### config.mk
export PLATFORM = sky130hd
export DESIGN_NAME = issue_hazard_scoreboard
export DESIGN_NICKNAME = d
export VERILOG_FILES = /design/src/rtl/issue_hazard_scoreboard.sv
export SDC_FILE = /design/constraint.sdc
export NUM_CORES = 1
export LEC_CHECK = 0
export CORE_MARGIN = 2
export CORE_UTILIZATION = 35
export CTS_CLUSTER_SIZE = 8
export DETAILED_ROUTE_END_ITERATION = 10
export SLEW_MARGIN = 20
export SYNTH_ARGS = -nofsm -noshare
export SYNTH_HDL_FRONTEND = slang
export SYNTH_SLANG_ARGS = --single-unit
### constraint.sdc
create_clock -name clk -period 5.7 [get_ports clk]
set_clock_uncertainty 0.2 [all_clocks]
set_input_delay 0.57 -clock clk [delete_from_list [all_inputs] [get_ports clk]]
set_output_delay 0.57 -clock clk [all_outputs]
set_load 0.02 [all_outputs]
### src/rtl/issue_hazard_scoreboard.sv
// Issue-stage hazard scoreboard: per-register countdowns of in-flight long-latency writes,
// stalling IF/ID until every source operand can be forwarded.
module issue_hazard_scoreboard #(
   parameter int LOAD_LAT = 1,
   parameter int MUL_LAT  = 3,
   parameter int CNT_W    = 2,
   parameter int ZERO_REG = 31
) (
   input  logic        clk,
   input  logic        reset_n,
   input  logic        IDValid,
   input  logic        Flush,
   input  logic [4:0]  IFID_rn,
   input  logic [4:0]  IFID_rm,
   input  logic [4:0]  IFID_rd,
   input  logic        UsesRn,
   input  logic        UsesRm,
   input  logic        RegWrite,
   input  logic        MemRead,
   input  logic        MulOp,
   output logic        Stall,
   output logic        PCWrite,
   output logic        IFIDWrite,
   output logic        BubbleSel,
   output logic [31:0] Busy,
   output logic [15:0] StallCount
);

   localparam logic [4:0] ZR = 5'(ZERO_REG);

   logic [CNT_W-1:0] cnt [32];
   logic [CNT_W-1:0] new_lat;
   logic             haz_rn;
   logic             haz_rm;
   logic             haz_waw;
   logic             issue;
   logic             issue_wr;

   always_comb begin
      new_lat = '0;
      if (MemRead)
         new_lat = CNT_W'(LOAD_LAT);
      else if (MulOp)
         new_lat = CNT_W'(MUL_LAT);
   end

   assign haz_rn  = UsesRn && (IFID_rn != ZR) && (cnt[IFID_rn] != '0);
   assign haz_rm  = UsesRm && (IFID_rm != ZR) && (cnt[IFID_rm] != '0);
   // A later writer may not finish before an older long-latency write to the same rd.
   assign haz_waw = RegWrite && (IFID_rd != ZR) && (cnt[IFID_rd] > new_lat);

   assign Stall     = IDValid && !Flush && (haz_rn || haz_rm || haz_waw);
   assign PCWrite   = !Stall;
   assign IFIDWrite = !Stall;
   assign BubbleSel = Stall;

   assign issue    = IDValid && !Flush && !Stall;
   assign issue_wr = issue && RegWrite && (IFID_rd != ZR) && (new_lat != '0);

   always_ff @(posedge clk or negedge reset_n) begin
      if (!reset_n) begin
         for (int r = 0; r < 32; r++)
            cnt[r] <= '0;
      end else begin
         for (int r = 0; r < 32; r++) begin
            if (issue_wr && (IFID_rd == 5'(r)))
               cnt[r] <= new_lat;
            else if (cnt[r] != '0)
               cnt[r] <= cnt[r] - CNT_W'(1);
         end
      end
   end

   always_comb begin
      Busy = '0;
      for (int r = 0; r < 32; r++)
         Busy[r] = (cnt[r] != '0) && (r != ZERO_REG);
   end

   always_ff @(posedge clk or negedge reset_n) begin
      if (!reset_n)
         StallCount <= '0;
      else if (Stall && (StallCount != 16'hFFFF))
         StallCount <= StallCount + 16'd1;
   end

endmodule

Yosys cells after proc, flatten, opt, wreduce, memory -nomap -nowiden
Cells that the tools add are included.
{"block": "op_classes", "n_addsub": 33, "magnitude_cmp": 4, "n_eq_ne": 35, "muxes": 75, "bitwise_logic": 3, "reduce_logical": 117}
{"operator": "2-bit two-way mux", "n": 72}
{"operator": "2-bit nonzero test", "n": 67}
{"operator": "5-bit == test, second input constant", "n": 16}
{"operator": "2-bit by 1-bit subtractor with 2-bit output, second input constant", "n": 32}
{"operator": "1-bit logical AND", "n": 45}
{"operator": "5-bit by 4-bit == test with 1-bit output, second input constant", "n": 8}
{"operator": "2-bit binary-select mux with 5-bit select", "n": 3}
{"operator": "5-bit by 3-bit == test with 1-bit output, second input constant", "n": 4}
{"operator": "6-bit >= comparator, second input constant", "n": 3}
{"operator": "5-bit inverter with 6-bit output", "n": 3}
{"operator": "16-bit by 1-bit adder with 16-bit output, second input constant", "n": 1}
{"operator": "16-bit inequality test, second input constant", "n": 1}
{"operator": "5-bit inequality test, second input constant", "n": 3}
{"operator": "5-bit by 2-bit == test with 1-bit output, second input constant", "n": 2}
{"operator": "5-bit by 1-bit == test with 1-bit output, second input constant", "n": 1}
{"operator": "5-bit zero test", "n": 1}
{"operator": "2-bit greater-than comparator", "n": 1}
{"operator": "1-bit zero test", "n": 2}
{"operator": "1-bit logical OR", "n": 2}
{"block": "totals", "register_bits": 80, "in_bits": 24, "elab_cells": 300}

Depth between registers and ports, before layout
{"block": "logic_depth", "depth_word": 16, "depth_mapped": 17, "mapped_depth_nobuf": 12}

Worst setup path before layout
Ideal clock, no wire load.
{"block": "synth_timing", "path_kind": "input -> output", "from": "input port IFID_rd[0]", "to": "output port Stall", "arrival_time_ns": 4.240, "required_time_ns": 4.930, "setup_slack_ns": 0.690, "path_stages": 17, "path_buffers": 5, "path_cell_list": "clkbuf_1 > buf_1 > mux4_2 > mux4_2 > nand2_1 > nand2_1 > ha_1 > a21oi_1 > a211oi_1 > a211oi_1 > o311ai_1 > or2_1 > buf_6 > buf_12 > nand2_1 > inv_1 > buf_4"}
{"block": "synth_via", "elab_chain_len": 8}
{"item": "start, declared", "line_no": "15", "text": "input logic [4:0] IFID_rd,"}
{"item": "5-bit inverter with 6-bit output (implied by the code)", "line_no": "50", "text": "assign haz_waw = RegWrite && (IFID_rd != ZR) && (cnt[IFID_rd] > new_lat);"}
{"item": "2-bit binary-select mux with 5-bit select", "line_no": "50"}
{"item": "2-bit two-way mux (implied by the code) (2 in series)", "line_no": "50"}
{"item": "2-bit greater-than comparator", "line_no": "50"}
{"item": "1-bit logical AND (*)", "line_no": "50"}
{"item": "1-bit logical OR (*)", "line_no": "52", "text": "assign Stall = IDValid && !Flush && (haz_rn || haz_rm || haz_waw);"}
{"item": "1-bit logical AND (*)", "line_no": "52"}
{"item": "end, declared", "line_no": "21", "text": "output logic Stall,"}
Every way passes the cells marked *; elsewhere a longest branch is shown, timed or not. The select of a mux whose other input is x is not followed.

Worst setup path after layout
{"block": "layout_timing", "from": "input port IFID_rd[0]", "to": "output port PCWrite"}
{"block": "layout_via", "elab_chain_len": 9}
{"item": "5-bit inverter with 6-bit output (implied by the code)", "line_no": "50"}
{"item": "2-bit binary-select mux with 5-bit select", "line_no": "50"}
{"item": "2-bit two-way mux (implied by the code) (2 in series)", "line_no": "50"}
{"item": "2-bit greater-than comparator", "line_no": "50"}
{"item": "1-bit logical AND (*)", "line_no": "50"}
{"item": "1-bit logical OR (*)", "line_no": "52"}
{"item": "1-bit logical AND (*)", "line_no": "52"}
{"item": "1-bit zero test (*)", "line_no": "53", "text": "assign PCWrite = !Stall;"}
{"item": "end, declared", "line_no": "22", "text": "output logic PCWrite,"}
Marks and branches as above.

==> metrics.txt <==
layout cells sized above 1 0.0988; largest stage delay on the critical path 0.61 ns; post-detailed-route DRC marker count 0; half-perimeter wire length after placement 12100 µm; Post-synth top flop sky130_fd_sc_hd__dfrtp_1; core area between 15000 and 20000 µm²; Final period util 0.905; proportion of total power due to net switching 0.421; portion of total power attributed to the clock network 0.153; Die H 134 µm; measured slew at the worst slew-check pin between 0.7 and 0.8 ns; Worst R2R Setup Slack 1.68 ns; critical path's slowest cell sky130_fd_sc_hd__clkdlybuf4s50_1; post-layout total power a little under 4000 µW; compound-cell area share of the yosys netlist 0.119; endpoint kind of the worst setup timing path output port; number of rows created at floorplan 47; sequential fraction of design power 0.308; final slew viol count 0; Port-buffer cells 74; Setup WS pre-CTS roughly 0.54 ns; antenna cell count 0; total negative setup slack 0 ns; first-pass iteration count of the detailed router 5; family with the most delay on the worst path buffers and inverters; Relative slew margins 0.494; final core area utilization 0.429; proportion of synthesized chip area in sequential cells 0.336; adder-cell share of the synthesized area 0.0736; largest family of logic cells by synthesized area multiplexers; count of synthesis-stage warnings from yosys 0; overall die width approximately 130 µm; Peak Freq 0.194 GHz; global-route wire length before repair between 20000 and 30000 µm; Final setup viols 0; Worst Slack Setup Final 0.541 ns; worst endpoint required time 4.93 ns; post-route minimum period 5.16 ns; outcome complete, no violations; total internal power 2230 µW; Post-Synthesis Net Count slightly below 700; critical path fanouts, max 23; Inserted Clock Buffers 9; share of the synthesized netlist area taken by xor and xnor gates 0.0717; # hold bufs at CTS 0; data arrival time at the worst-slack endpoint 4.39 ns; cell count of the worst reg-to-reg path 13; end of the worst register-to-register path cnt[19]; number of DRC violations after detailed-routing iteration 0 357; share of synthesized flip-flops with an asynchronous set or reset 1.00; number of primary I/O pins 76; distinct cell type count after synthesis 59; combinational power share 0.539; floorplan die area ~18000 µm²; clk_lat worst skew 0.35 ns; class of the most critical hold timing path in -> async; number of enable flip-flop cells after synthesis 0; largest net degree at the start of global routing 81; buffers from clock root to sink, at most 2; Final Hold Fails 0; Post CTS Setup Buffer Count 0; Gate Count Post-Synth between 600 and 700; Syn Area/Cell around 9.6 µm²; startpoint class of the critical path input pin; setup repair after global routing missed its margin no; clock root buffer sky130_fd_sc_hd__clkbuf_16; total routing usage reported by global routing 0.182; antenna violations before repair 0; startpoint of the worst register-to-register path cnt[22]; WS Path Type in -> out; routed wire length 16100 µm; per-cell via count in the routed design 5.36; highest-count cells in the layout ignoring fill and taps 102 x sky130_fd_sc_hd__inv_1, 80 x sky130_fd_sc_hd__dfrtp_1, 73 x sky130_fd_sc_hd__clkdlybuf4s50_1, 52 x sky130_fd_sc_hd__o21ai_0, 38 x sky130_fd_sc_hd__nor2_1; CTS clock-pin slew for the worst setup and hold paths roughly 0.060 ns; effective utilization at floorplan 0.359; worst ir drop on vdd approximately 0.00024 V; most frequent standard cell in the layout excluding fill and tap cells sky130_fd_sc_hd__inv_1; wire length per cell 17.7 µm; CTS sink cnt 80; via count of the routed design 4867; CTS tree yes; cell chain of the critical path clkdlybuf4s50_1 -> buf_4 -> mux4_1 -> mux4_2 -> mux2i_1 -> ha_1 -> inv_1 -> a21oi_1 -> a211oi_1 -> a211oi_1 -> o311ai_1 -> or2_1 -> nand2_1 -> clkdlybuf4s50_1; Worst Path Buf+Inv 4; via count of the first global-routing pass 4890; Max-Cap Viols 0; Layout Area Growth over Synthesis 19.5%; simple-gate area share of the yosys netlist 0.135; FF+latch count, synth 80; LEAKAGE 0.00322 µW; Max H-tree Level 3; power per standard cell area about 540 nW/µm²; number of nets in the final layout 742; last weighted congestion value of the routability-driven placer 0.921; Antenna Nets Post-Route 0; Worst Hold Slack 0.0820 ns; P_sw 1630 µW; combined area of all synthesized cells 5950 µm²; residual overflow from global routing 0; share of cell area taken by muxes after synthesis 0.164; total of cells resized after clock tree synthesis 0
[state kept, by name (all words and copies together), names as in the netlist]
register / count
StallCount: 16
cnt: 64
[cell type report]
class                           instances  area, µm²
Tap cell                              220        275
Timing Repair Buffer                   81        795
Sequential cell                        80       2000
Inverter                              102        383
Multi-Input combinational cell        409       3360
Clock inverter                          3       40.0
Fill cell                            1638       9470
Clock buffer                           13        260
[per-layer routing]
metal / vias up / routed length, µm / global-route usage
li1: 2281 / - / -
met1: 2367 / 6800 / 0.233
met2: 184 / 7730 / 0.304
met3: 35 / 1100 / 0.0397
met4: 0 / 431 / 0.0667
met5: - / 0 / 0
[power by group through the flow]
| stage | combinational [µW] | clock [µW] | sequential (µW) |
|---|---|---|---|
| floorplan | 1510 | 0 | 1070 |
| global placement | 1970 | 0 | 1180 |
| detailed placement | 2090 | 0 | 1190 |
| CTS | 2100 | 608 | 1180 |
| global route | 2340 | 625 | 1220 |
| finish | 2080 | 591 | 1190 |
[cell usage after synthesis, types with 3 or more instances]
master / instances / area [µm²]
sky130_fd_sc_hd__mux4_2: 26 / 586
sky130_fd_sc_hd__inv_1: 102 / 383
sky130_fd_sc_hd__nand2b_1: 5 / 31.3
sky130_fd_sc_hd__dfrtp_1: 80 / 2000
sky130_fd_sc_hd__ha_1: 35 / 438
sky130_fd_sc_hd__nor2_2: 5 / 31.3
sky130_fd_sc_hd__xor2_1: 34 / 298
sky130_fd_sc_hd__nand3_2: 4 / 40.0
sky130_fd_sc_hd__o21ai_0: 52 / 260
sky130_fd_sc_hd__nand3_1: 14 / 70.1
sky130_fd_sc_hd__xnor2_1: 11 / 96.3
sky130_fd_sc_hd__and3_1: 9 / 56.3
sky130_fd_sc_hd__clkbuf_1: 11 / 41.3
sky130_fd_sc_hd__nor3_1: 18 / 90.1
sky130_fd_sc_hd__mux2i_1: 34 / 340
sky130_fd_sc_hd__nand4_1: 6 / 37.5
sky130_fd_sc_hd__o21ai_1: 4 / 20.0
sky130_fd_sc_hd__buf_2: 6 / 30.0
sky130_fd_sc_hd__nor2_1: 38 / 143
sky130_fd_sc_hd__buf_4: 6 / 45.0
sky130_fd_sc_hd__a21oi_1: 24 / 120
sky130_fd_sc_hd__buf_6: 4 / 45.0
sky130_fd_sc_hd__o21bai_1: 3 / 22.5
sky130_fd_sc_hd__a31oi_1: 4 / 25.0
sky130_fd_sc_hd__nor2b_1: 7 / 43.8
sky130_fd_sc_hd__o31ai_1: 20 / 150
sky130_fd_sc_hd__nand2_1: 20 / 75.1
[worst register-to-register path, cell delays in order (launching register included)]
cell	delay, ns
sky130_fd_sc_hd__dfrtp_1	0.45
sky130_fd_sc_hd__mux4_1	0.52
sky130_fd_sc_hd__mux4_2	0.49
sky130_fd_sc_hd__mux2i_1	0.18
sky130_fd_sc_hd__ha_1	0.17
sky130_fd_sc_hd__inv_1	0.04
sky130_fd_sc_hd__a21oi_1	0.12
sky130_fd_sc_hd__a211oi_1	0.06
sky130_fd_sc_hd__a211oi_1	0.17
sky130_fd_sc_hd__o311ai_1	0.16
sky130_fd_sc_hd__or3_1	0.68
sky130_fd_sc_hd__buf_4	0.35
sky130_fd_sc_hd__nor2_2	0.15
sky130_fd_sc_hd__mux2i_1	0.20
[cell families (layout without fill, tap and decap cells)]
group,after synthesis,in the layout
AND/OR/NAND/NOR,144,144
XOR/XNOR,47,47
multiplexers,63,63
AO/OA/AOI/OAI,119,119
adder cells (fa/ha/maj),35,35
other,1,1
flip-flops,80,80
buffers and inverters,133,199
[worst max path at each step]
stage                end  cells past startpoint  startpoint
4_1_cts          PCWrite                     14  IFID_rd[0]
6_report         PCWrite                     14  IFID_rd[0]
5_1_grt          PCWrite                     14  IFID_rd[0]
3_3_place_gp   IFIDWrite                     14  IFID_rd[0]
2_1_floorplan      Stall                     17  IFID_rd[0]
3_5_place_dp     PCWrite                     14  IFID_rd[0]
[metrics by stage]
| step | instance area, µm² | instances |
|---|---|---|
| floorplan | 5950 | 622 |
| global placement | 6810 | 892 |
| detailed placement | 6810 | 892 |
| CTS | 7110 | 908 |
| global route | 7110 | 908 |
| finish | 7110 | 908 |
Note: power is estimated with default switching activity, not from simulation.
